<file path="src/rtl/thresholding_loader_pkg.sv">
// thresholding_loader_pkg: loader FSM states and AXI-Lite constants
package thresholding_loader_pkg;
    typedef enum logic [2:0] {IDLE, FETCH, WRITE, RESP, DONE} state_e;
    localparam logic [1:0] AXI_OKAY = 2'b00;
    localparam logic [1:0] AXI_SLVERR = 2'b10;
    localparam logic [3:0] AXI_WSTRB = 4'hF;
endpackage

</file>
<file path="src/rtl/thresholding_axilite_loader.sv">
// thresholding_axilite_loader: turns a channel-major threshold stream into single-beat AXI-Lite writes.
// Define THRESHOLDING_LOADER_BRESP_CHECK_EN to abort the load and flag err on a non-OKAY BRESP.
module thresholding_axilite_loader
    import thresholding_loader_pkg::*;
#(
    parameter int N = 4,
    parameter int M = 16,
    parameter int C = 1
) (
    input  logic                       clk,
    input  logic                       rst,
    input  logic                       start,
    output logic                       busy,
    output logic                       done,
    output logic                       err,
    input  logic                       s_axis_tvalid,
    output logic                       s_axis_tready,
    input  logic [((M+7)/8)*8-1:0]     s_axis_tdata,
    output logic                       m_axilite_AWVALID,
    input  logic                       m_axilite_AWREADY,
    output logic [$clog2(C)+N-1:0]     m_axilite_AWADDR,
    output logic                       m_axilite_WVALID,
    input  logic                       m_axilite_WREADY,
    output logic [31:0]                m_axilite_WDATA,
    output logic [3:0]                 m_axilite_WSTRB,
    input  logic                       m_axilite_BVALID,
    output logic                       m_axilite_BREADY,
    input  logic [1:0]                 m_axilite_BRESP
);
    localparam int AW = $clog2(C) + N;
    localparam int CW = C > 1 ? $clog2(C) : 1;
    localparam logic [N-1:0] IDX_LAST = N'(2**N - 2);
    localparam logic [CW-1:0] CNL_LAST = CW'(C - 1);

    state_e state_q, state_d;
    logic [CW-1:0] cnl_q, cnl_d;
    logic [N-1:0] idx_q, idx_d;
    logic [M-1:0] data_q, data_d;
    logic aw_q, aw_d, w_q, w_d, err_q, err_d;
    logic bad, last_idx;
    logic unused_tdata;

    assign unused_tdata = ^s_axis_tdata;
`ifdef THRESHOLDING_LOADER_BRESP_CHECK_EN
    assign bad = m_axilite_BRESP != AXI_OKAY;
`else
    logic unused_bresp;
    assign unused_bresp = ^m_axilite_BRESP;
    assign bad = 1'b0;
`endif
    assign last_idx = idx_q == IDX_LAST;

    always_ff @(posedge clk) begin
        if (rst) begin
            state_q <= IDLE;
            cnl_q   <= '0;
            idx_q   <= '0;
            data_q  <= '0;
            aw_q    <= 1'b0;
            w_q     <= 1'b0;
            err_q   <= 1'b0;
        end else begin
            state_q <= state_d;
            cnl_q   <= cnl_d;
            idx_q   <= idx_d;
            data_q  <= data_d;
            aw_q    <= aw_d;
            w_q     <= w_d;
            err_q   <= err_d;
        end
    end

    always_comb begin
        state_d = state_q;
        cnl_d   = cnl_q;
        idx_d   = idx_q;
        data_d  = data_q;
        aw_d    = aw_q;
        w_d     = w_q;
        err_d   = err_q;
        case (state_q)
            IDLE: if (start) begin
                state_d = FETCH;
                cnl_d   = '0;
                idx_d   = '0;
                err_d   = 1'b0;
            end
            FETCH: if (s_axis_tvalid) begin
                data_d  = s_axis_tdata[M-1:0];
                aw_d    = 1'b1;
                w_d     = 1'b1;
                state_d = WRITE;
            end
            WRITE: begin
                // address and data channels retire independently
                aw_d    = aw_q & ~m_axilite_AWREADY;
                w_d     = w_q & ~m_axilite_WREADY;
                state_d = (aw_d | w_d) ? WRITE : RESP;
            end
            RESP: if (m_axilite_BVALID) begin
                if (bad) begin
                    err_d   = 1'b1;
                    state_d = DONE;
                end else begin
                    idx_d   = last_idx ? '0 : idx_q + 1'b1;
                    cnl_d   = last_idx ? cnl_q + 1'b1 : cnl_q;
                    state_d = (last_idx && cnl_q == CNL_LAST) ? DONE : FETCH;
                end
            end
            DONE: state_d = IDLE;
            default: state_d = IDLE;
        endcase
    end

    assign busy              = state_q != IDLE;
    assign done              = state_q == DONE;
    assign err               = err_q;
    assign s_axis_tready     = state_q == FETCH;
    assign m_axilite_AWVALID = aw_q;
    assign m_axilite_AWADDR  = AW'({cnl_q, idx_q});
    assign m_axilite_WVALID  = w_q;
    assign m_axilite_WDATA   = 32'(data_q);
    assign m_axilite_WSTRB   = AXI_WSTRB;
    assign m_axilite_BREADY  = state_q == RESP;
endmodule
</file>
<file path="config.mk">
export PLATFORM = sky130hd
export DESIGN_NAME = thresholding_axilite_loader
export DESIGN_NICKNAME = d
export VERILOG_FILES = /design/src/rtl/thresholding_loader_pkg.sv /design/src/rtl/thresholding_axilite_loader.sv
export SDC_FILE = /design/constraint.sdc
export NUM_CORES = 1
export LEC_CHECK = 0
export ABC_AREA = 0
export CORE_ASPECT_RATIO = 0.8
export CORE_MARGIN = 2
export CORE_UTILIZATION = 35
export DETAILED_ROUTE_END_ITERATION = 6
export HOLD_SLACK_MARGIN = 0.08
export PLACE_DENSITY = 0.76
export SLEW_MARGIN = 25
export SYNTH_ARGS = -nofsm -noshare
export SYNTH_HDL_FRONTEND = slang
export SYNTH_SLANG_ARGS = --single-unit
</file>
<file path="constraint.sdc">
create_clock -name clk -period 1.2 [get_ports clk]
set_input_delay 0.12 -clock clk [delete_from_list [all_inputs] [get_ports clk]]
set_output_delay 0.12 -clock clk [all_outputs]
set_load 0.01 [all_outputs]
</file>
**Yosys cells after proc, flatten, opt, wreduce, memory -nomap -nowiden**

Index checks and enable logic that the tools add are counted.

- Register bits after elaboration: 26
- Input port bits: 25

- Add/subtract/negate cells: 2
- Eq/ne operators: 9
- Multiplexer cells: 17
- Bitwise gates (word level): 6
- Reduce and logical (&&, ||, !) cells: 10

Operators by type and width:

| operator | number |
|---|---|
| 3-bit two-way mux | 4 |
| 4-bit two-way mux | 3 |
| 3-bit one-hot mux with 4 select lines | 1 |
| 4-bit one-hot mux with 2 select lines | 1 |
| 3-bit by 2-bit equality test with 1-bit output (second input constant) | 2 |
| 2-bit != test (second input constant) | 3 |
| 1-bit one-hot mux with 2 select lines | 3 |
| 3-bit AND reduction | 2 |
| 1-bit two-way mux | 5 |
| 4-bit by 1-bit adder with 4-bit output (second input constant) | 1 |
| 4-bit equality test (second input constant) | 1 |
| 2-bit AND reduction | 2 |
| 4-bit AND reduction | 1 |
| 2-bit nonzero test | 2 |
| 3-bit by 1-bit equality test with 1-bit output (second input constant) | 1 |
| 3-bit equality test (second input constant) | 1 |
| 3-bit logical NOT | 1 |
| 1-bit NOT | 3 |
| 3-bit nonzero test | 1 |
| 1-bit AND | 2 |
| 2-bit by 1-bit != test with 1-bit output (second input constant) | 1 |
| 1-bit adder (second input constant) | 1 |
| 1-bit logical AND | 1 |
| 1-bit OR | 1 |

**Logic depth before layout (Yosys ltp)**

Gate-level depths: netlist of run 1.

- Depth after elaboration: 5
- Depth in mapped cells: 6

**Least setup slack after synthesis of run 1**

OpenSTA, ideal clock, no wires.

- Kind: register to register
- From: register idx_q[0] (netlist: m_axilite_AWADDR[0])
- To: register idx_q[2] (netlist: m_axilite_AWADDR[2])
- Setup time: 0.078 ns
- Arrival time: 1.302 ns
- Setup slack: -0.180 ns
- Cell stages (with the launch flop): 6
- Period minus slack after synthesis: 1.380 ns
- Cells stage by stage: dfxtp_1 > inv_1 > ha_1 > and3_1 > o311a_1 > nor3_1

- Longest elaborated chain between the ends: 4
- Elaborated cells between the ends (all ways): 5
- Those cells by class: add/sub (1); eq/ne (1); mux (3)

Ends and longest elaborated chain:

| item | line | RTL |
|---|---|---|
| from (decl) | thresholding_axilite_loader.sv:37 | `logic [N-1:0] idx_q, idx_d;` |
| from (signal assigned) | thresholding_axilite_loader.sv:65 | `idx_q <= idx_d;` |
| 4-bit by 1-bit adder with 4-bit output or 4-bit equality test (tied branches) | thresholding_axilite_loader.sv:105, thresholding_axilite_loader.sv:51 |  |
| 4-bit two-way mux (*) | thresholding_axilite_loader.sv:105 | `idx_d = last_idx ? '0 : idx_q + 1'b1;` |
| 4-bit two-way mux (*) | thresholding_axilite_loader.sv:100 | `RESP: if (m_axilite_BVALID) begin` |
| 4-bit one-hot mux with 2 select lines (*) | thresholding_axilite_loader.sv:81 | `case (state_q)` |

Mark *: on every way between the ends. The rest lies on a longest branch, timed or not. The select of a mux whose other input is x is not followed.
A chain may end at the register's enable or synchronous reset.

**Worst setup path in the final report of run 1**

- From: register state_q[0]
- To: register idx_q[0] (netlist: m_axilite_AWADDR[0])

- Longest elaborated chain between the ends: 3
- Elaborated cells between the ends (all ways): 7
- Those cells by class: eq/ne (3); mux (1); reduce/logical (3)

Ends and longest elaborated chain:

| item | line | RTL |
|---|---|---|
| from (decl) | thresholding_axilite_loader.sv:35 | `state_e state_q, state_d;` |
| from (signal assigned) | thresholding_axilite_loader.sv:63 | `state_q <= state_d;` |
| 3-bit by 2-bit equality test with 1-bit output or 3-bit logical NOT (tied branches) | thresholding_axilite_loader.sv:81 |  |
| 2-bit != test (no source line) or 2-bit nonzero test (tied branches) | -- |  |
| 3-bit AND reduction (no source line) | -- |  |

Several ways; a longest one is shown, not always the timed one.

==> summary.md, run 1 <==
The post-synthesis to final-layout area growth works out to 57.83%. Power spread over the standard cell area amounts to 984.0 nW/um^2. The post-layout net count was 268; the per-cell via count in the routed design was 4.621.

Leaving out fill and tap cells, the most frequent cell in the layout is sky130_fd_sc_hd__nand2_1. The tree built by TritonCTS fans out to 26 sinks. The post-CTS clock slew at the launch and capture registers of the worst setup and hold paths came out at 90 ps. Depth of the most critical reg-to-reg path: 4. The complex-gate fraction of the synthesized area was 0.1368. The post-route non-filler standard cell count is 282.

The average wire per standard cell came out at 11.39 microns. Critical path's slowest cell: sky130_fd_sc_hd__or3b_4. The post-synthesis instance area was 1318 sq um; the delay of the slowest critical-path stage was 410 ps. The tools report the deepest level of the CTS H-tree as 1. Global-route usage over all layers: 0.1445. Wire length of the first global-routing pass: 4.954 mm. Clock latency on the worst-skew pair, taken at its later pin, is 260 ps. The path class of the tightest hold or removal check is input pin to register.

The logs give 0.5910 for the final standard cell utilization of the core and 26 for the total of endpoints with negative setup slack in the final report. The height of the chip was 58.88 microns. Deepest clock path buffer count: 2. The final setup slack of the worst path is -155.0 ps. The run gives 391.7 ps as the final worst hold slack.

The first detailed-routing pass ran for 4 iterations. The area of the placeable core is 3518 sq um. In this run the critical register-to-register path is captured at m_axilite_AWADDR[0].

Walking the worst path, the cells encountered are or3b_4 > a21oi_4 > mux2i_1 > nor2_1. The fraction of the mapped netlist area in adder cells was 0.01899; the minimum setup slack among reg-to-reg paths was -150 ps. In the routed design, unresolved DRC markers number 0.

For hold timing, the worst endpoint is data_q[12]. The critical path is of the register to register type. For the worst setup path, the data required time is 1360 ps. The flip-flop and latch count after synthesis is 26, and the ratio of final minimum period to clock period is 1.129. In the post-synthesis netlist, the biggest area contributors are sky130_fd_sc_hd__dfxtp_1, sky130_fd_sc_hd__buf_4, sky130_fd_sc_hd__nand2_1, sky130_fd_sc_hd__a21oi_1, sky130_fd_sc_hd__nor2_1. The maximum clock frequency came out at 738.0 MHz. The category of the worst setup path capture point is a register. Number of standard-cell rows in the floorplan: 19.

After synthesis, the largest family of logic cells by area is simple AND/OR/NAND/NOR gates. The count of nets left with antenna violations once routing finished came out at 0. The logs give 1303 for the via count and 4274 sq um for the die area. The worst register-to-register path begins at state_q[0]. The via count of the first global-routing pass was 1097; the number of antenna violations at the first check in global routing was 0.

Input and output buffers added on the ports amount to 48. After synthesis, the netlist uses 31 different library cells. In this run, synthesis inferred 0 flip-flops with an integrated enable. The flow ran to the end, but the final reports show violations. The cell type with the highest aggregate area in the netlist is sky130_fd_sc_hd__dfxtp_1. TritonCTS built the clock tree. The tools report the startpoint of the lowest-slack hold path as s_axis_tdata[12].

For the share of synthesized area occupied by flip-flops and latches, the log shows 0.3951. The tools report the instance count after placement with tap cells included as 269. Counting both buffers and inverters, the worst setup path holds a total of 0. The routed wire length was 3.213 mm. The category of the worst setup path launch point was a register.

The antenna cell count was 0. The run gives 0 as the number of hold buffers added after CTS. Total power for the finished layout comes to 0.002046 W. The number of pins exceeding their max-slew limit in the final report was 0; the simple-gate share of the synthesized area was 0.2688.

Buffers inserted during clock tree synthesis total 3. Share of flip-flops with an asynchronous set or reset: 0. The effective utilization at floorplan came out at 0.3745. The prevailing post-synth register cell is sky130_fd_sc_hd__dfxtp_1. The clock period minus final worst setup slack came out at 1355 ps. Each instance of the synthesized netlist takes up on average 7.796 sq um. Synthesis produced 169 cells.

After legalization and detailed placement, the total HPWL measured 2.241 mm. Along the worst path, the maximum fanout reaches 6. IR analysis of the VDD net gives a maximum drop of 728.5 uV.

The proportion of layout cells with a drive suffix above 1 was 0.2500. The top cell types in the final layout, fill and taps aside, are sky130_fd_sc_hd__nand2_1, sky130_fd_sc_hd__buf_4, sky130_fd_sc_hd__clkdlybuf4s50_1, sky130_fd_sc_hd__dlygate4sd2_1, sky130_fd_sc_hd__conb_1. Mux contribution to synthesized area: 0.01519. During synthesis, Yosys emitted a total of 0 warnings. Pin placement for this block handled 72 I/O pins.

Summed negative setup slack over all endpoints: -2101 ps. Between clock sinks in the finished design, the worst skew comes to 1.834 ps. For the data arrival time at the worst-slack endpoint, the log shows 1520 ps. Measured along the x axis, the die boundary spans 72.60 microns.

The tool flagged a number of max-cap violations equal to 0. The logs give 18 for the maximum number of pins on one net before global-route repair and 43 for the DRC violation total after the first TritonRoute iteration. Setup repair after global routing could not meet its margin everywhere.

The portion of synthesized cell area occupied by the leading cell type was 0.3951; the hold-critical path depth was 3. Routability-driven placement finished with a final weighted congestion of 0.7651. The run gives 0 as the total congestion overflow. The total leakage power came out at 0.9334 nW. The critical path's top delay family was simple AND/OR/NAND/NOR gates.

The cell sitting at the root of the clock tree is a sky130_fd_sc_hd__clkbuf_8. The xor and xnor area share after synthesis is 0. The count of endpoints failing hold in the final timing report came out at 0.

The checks that failed: negative setup slack.
-- layer usage --
metal,track usage,part of all wire,routed length (microns)
met5,0,0,0
met2,0.2403,0.44,1417
met1,0.1930,0.48,1531
met3,0.04795,0.081,259
met4,0.007937,0.0012,4
-- cell type report --
type	instances	area [sq um]
Fill cell	325	1439
Multi-Input combinational cell	130	738.2
Timing Repair Buffer	77	683.2
Sequential cell	26	539.3
Clock buffer	4	55.05
Inverter	3	11.26
Tap cell	42	52.55
-- per-stage QoR --
stage	area, sq um	setup slack, ps
floorplan	1409	-61.49
global placement	1906	-421.5
detailed placement	1906	-428.1
CTS	2019	-128.3
global route	2079	-208.9
finish	2079	-155.0
-- registers in the layout (all words and copies together) (netlist names) --
register           cells
m_axilite_WVALID       1
cnl_q                  1
m_axilite_AWVALID      1
data_q                16
state_q                3
m_axilite_AWADDR       4
-- worst max-delay path by stage --
stage	startpoint	endpoint	slack (ps)	depth (start not counted)
global route	state_q[0]	m_axilite_AWADDR[0]	-210	4
CTS	state_q[1]	m_axilite_AWADDR[0]	-130	4
finish	state_q[0]	m_axilite_AWADDR[0]	-150	4
global placement	start	m_axilite_AWADDR[0]	-420	5
detailed placement	start	m_axilite_AWADDR[0]	-430	5
floorplan	state_q[1]	m_axilite_AWADDR[1]	-60	4
-- what timing repair did --
action	in CTS	in global routing
buffers inserted	6	3
gates resized for setup	53	11
endpoints found under the setup margin	52	29
pin swaps	1	7
cloned	0	0
-- power by group --
group	leakage, nW	internal [W]	switching, W
clock	0.0288	0.000293	0.000259
sequential	0.216	0.000902	0.0000303
combinational	0.689	0.000298	0.000264
total	0.933	0.00149	0.000553
-- cells by family after synthesis --
| family | after synthesis |
|---|---|
| AOI/OAI and AO/OA | 31 |
| adders and majority gates | 2 |
| buffers and inverters | 32 |
| DFF | 26 |
| muxes | 2 |
| other | 2 |
| and+or+nand+nor | 74 |
-- Yosys cell counts (2+ instances only) --
library cell                n
sky130_fd_sc_hd__buf_4     23
sky130_fd_sc_hd__nand2_1   36
sky130_fd_sc_hd__a21oi_1   22
sky130_fd_sc_hd__nor2_1    11
sky130_fd_sc_hd__nand2b_1   5
sky130_fd_sc_hd__and2_1     2
sky130_fd_sc_hd__a31oi_1    2
sky130_fd_sc_hd__ha_1       2
sky130_fd_sc_hd__buf_2      3
sky130_fd_sc_hd__clkbuf_1   3
sky130_fd_sc_hd__conb_1     2
sky130_fd_sc_hd__or3_1      2
sky130_fd_sc_hd__nor3_1     6
sky130_fd_sc_hd__dfxtp_1   26
sky130_fd_sc_hd__nand3b_1   2
sky130_fd_sc_hd__mux2i_1    2
sky130_fd_sc_hd__inv_1      3
sky130_fd_sc_hd__nand3_1    4
-- worst min-delay path, delay by kind of cell --
| family | cells | cell delay [ps] |
|---|---|---|
| AO/OA/AOI/OAI | 1 | 50 |
| buffers and inverters | 1 | 390 |
| AND/OR/NAND/NOR | 1 | 50 |
Note: power is estimated with default switching activity, not from simulation.
==> run 2, diff against run 1 <==
- SLEW_MARGIN: 25 -> 20
==> results of run 2 <==
No change in the layout: final DEF, timing and power equal those of run 1.
==> run 3, diff against run 2 <==
- TNS_END_PERCENT: not set -> 1
==> run 3 against run 2 <==
Against the previous run:
- the flow still finishes with violations (negative setup slack)
- maximum frequency grew 1.4%
- largest power group unchanged
- clock skew grew 4.7 ps
- count of clock-buffer cells in the layout is the same
- die area is the same
==> summary.md, run 3 (synthesis gave the netlist of run 1 again) <==
The number of nets still failing antenna checks after routing was 0 (unchanged). Class of the tightest hold or removal check: input pin to register (unchanged). The average wire per standard cell was 11.10 microns (was 11.39 microns); the total power per unit cell area was 979.9 nW/um^2 (was 984.0 nW/um^2). The worst clock skew is 6.532 ps (was 1.834 ps), and the post-route cell area is 2019 sq um (was 2079 sq um).

The tools report the data arrival time at the worst-slack endpoint as 1500 ps (was 1520 ps). The first-pass iteration count of the detailed router is 4 (unchanged), and the summed negative setup slack over all endpoints is -1804 ps (was -2101 ps). Post-CTS clock slew at the launch and capture registers of the worst setup and hold paths: 90 ps (about the same). The logs give 270 ps (was 260 ps) for the clock network latency to the later pin of the worst-skew pair and 0 (unchanged) for the total congestion overflow. The tools report the total power consumption of the routed design as 0.001979 W (was 0.002046 W).

TritonCTS built the clock tree. The logs give 1081 (was 1097) for the via count of the first global-routing pass and 3518 sq um (unchanged) for the area of the placeable core. The hold-critical path depth came out at 3 (unchanged). The run gives 35 (was 43) as the DRC violation total after the first TritonRoute iteration. The startpoint of the most critical register-to-register path was state_q[1] (was state_q[0]).

Die area: 4274 sq um (unchanged). The logs give 264 (was 268) for the post-layout net count and 0 (unchanged) for the number of antenna violations at the first check in global routing. The cell area reported after detailed placement is 1926 sq um (was 1906 sq um), and the delay of the slowest critical-path stage is 400 ps (was 410 ps).

The width of the die works out to 72.60 microns (unchanged). The maximum number of pins on one net before global-route repair came out at 19 (was 18). The deepest clock path buffer count came out at 2 (unchanged). Total leakage power: 0.9055 nW (was 0.9334 nW). The filler cell count came out at 340 (was 325). The cell count along the critical path works out to 4 (unchanged).

The buffer type at the clock tree root is sky130_fd_sc_hd__clkbuf_8 (unchanged). The buffer and inverter count on the worst path works out to 0 (unchanged). Worst IR drop on VDD: 675.8 uV (was 728.5 uV). The antenna cell count came out at 0 (unchanged). Clock period minus final worst setup slack: 1336 ps (was 1355 ps).

Critical path's slowest cell: sky130_fd_sc_hd__or3b_4 (unchanged). The uppermost metal layer occupied by signal nets is met3 (was met4). The number of top-level pins is 72 (unchanged). The register with the most flip-flops is data_q (unchanged). The category of the worst setup path capture point was a register (unchanged).

The logs give 273 (was 269) for the instance count after placement with tap cells included and 3.086 mm (was 3.213 mm) for the routed wire length. The via count was 1264 (was 1303); the worst endpoint required time was 1360 ps (about the same). The post-synthesis to final-layout area growth came out at 53.28% (was 57.83%). The startpoint of the lowest-slack hold path was s_axis_tdata[6] (was s_axis_tdata[12]). The terminus of the critical flop-to-flop path is m_axilite_AWADDR[1] (was m_axilite_AWADDR[0]).

The critical path's top delay family is simple AND/OR/NAND/NOR gates (unchanged). The number of maximum-capacitance violations came out at 0 (unchanged). The flow ran to the end, but the final reports show violations. The minimum setup slack among reg-to-reg paths came out at -140 ps (was -150 ps).

Met3 wirelength from detailed routing: 166 microns (was 259 microns). Setup repair after global routing could not meet its margin everywhere. The flip-flop count of the largest register after layout is 16 (unchanged).

The tools report the post-route non-filler standard cell count as 278 (was 282). The tools report the worst min-delay path endpoint as data_q[6] (was data_q[12]). The run gives 0 (unchanged) as the DRC violation count after routing. The run gives 0.5740 (was 0.5910) as the final standard cell utilization of the core.

Proportion of layout cells with a drive suffix above 1: 0.2203 (was 0.2500). Critical path cell sequence: or3b_4 > a21oi_4 > mux2i_1 > nor2_1 (unchanged). The global-route usage over all layers is 0.1408 (was 0.1445).

Violated checks: negative setup slack (unchanged). The depth of the most critical reg-to-reg path is 4 (unchanged). Most frequent cells in the layout: sky130_fd_sc_hd__nand2_1, sky130_fd_sc_hd__buf_4, sky130_fd_sc_hd__clkdlybuf4s50_1, sky130_fd_sc_hd__dlygate4sd2_1 (was sky130_fd_sc_hd__nand2_1, sky130_fd_sc_hd__buf_4, sky130_fd_sc_hd__clkdlybuf4s50_1, sky130_fd_sc_hd__dlygate4sd2_1, sky130_fd_sc_hd__conb_1).

The wire length the detailed router placed on met1 is 1.501 mm (was 1.531 mm), and the final setup slack of the worst path is -136.0 ps (was -155.0 ps). The number of hold buffers added after CTS is 0 (unchanged). The tools report the effective utilization at floorplan as 0.3745 (unchanged).

The per-cell via count in the routed design is 4.547 (was 4.621), and the count of endpoints failing hold in the final timing report is 0 (unchanged). The critical path class was register to register (unchanged). The wire length of the first global-routing pass is 4.795 mm (was 4.954 mm). The run gives 26 (unchanged) as the clock sink count. The tools report the total of endpoints with negative setup slack in the final report as 27 (was 26). The number of buffers added by the clock tree synthesis step was 3 (unchanged).

The placer's final routability congestion estimate was 0.7964 (was 0.7651); the deepest level of the CTS H-tree was 1 (unchanged). The most frequent standard cell in the layout excluding fill and tap cells is sky130_fd_sc_hd__nand2_1 (unchanged). The category of the worst setup path launch point is a register (unchanged). The run gives 0 (unchanged) as the number of pins exceeding their max-slew limit in the final report. The ratio of final minimum period to clock period is 1.113 (was 1.129), and the number of standard-cell rows in the floorplan is 19 (unchanged). The half-perimeter wire length after placement is 2.328 mm (was 2.241 mm), and the number of buffers added on ports is 48 (unchanged).

The maximum fanout along the worst path was 6 (unchanged). The height of the chip was 58.88 microns (unchanged). The maximum clock frequency was 748.5 MHz (was 738.0 MHz); the length of routed met2 wiring was 1.419 mm (was 1.417 mm).
-- run 3: metrics by stage --
step           setup slack [ps]  hold slack [ps]
5_1_grt                  -203.6            391.3
2_1_floorplan            -64.70            256.0
4_1_cts                  -142.4            386.7
3_3_place_gp             -422.3            440.7
3_5_place_dp             -437.5            446.4
6_report                 -136.0            390.7
-- run 3: metal layers --
metal,track usage,vias up
li1,-,652
met1,0.1921,575
met2,0.2273,37
met3,0.04452,0
met4,0.01587,0
met5,0,-
-- run 3: area by class of cell --
type	count	area (sq um)	area share
multi-input cells	130	708.2	0.3507
well taps	42	52.55	0.02602
inverters	3	11.26	0.005576
flip-flops and latches	26	536.8	0.2658
clock buffers	4	55.05	0.02726
repair buffers	73	655.6	0.3247
-- run 3: how the worst max path moves through the flow --
stage	start	to	slack, ps
global route	state_q[2]	m_axilite_AWADDR[3]	-200
finish	state_q[1]	m_axilite_AWADDR[1]	-140
floorplan	state_q[1]	m_axilite_AWADDR[1]	-60
detailed placement	start	m_axilite_AWADDR[1]	-440
CTS	state_q[1]	cnl_q	-140
global placement	start	m_axilite_AWADDR[1]	-420
-- run 3: worst min-delay path, stage by stage --
cell and delay [ps]:
sky130_fd_sc_hd__clkdlybuf4s50_1 390, sky130_fd_sc_hd__nand2_1 50, sky130_fd_sc_hd__a21oi_1 50
-- run 3: where the power goes --
part	switching (W)	internal [W]	leakage, nW
clock network	0.000262	0.000293	0.0288
logic	0.000234	0.000255	0.662
registers	0.0000333	0.000902	0.215
total	0.000529	0.00145	0.906
-- run 3: what timing repair did --
action                                  CTS  global route
resized for setup                        47            10
pin swaps                                 2             2
buffers inserted                          1             0
endpoints found under the setup margin   52            29
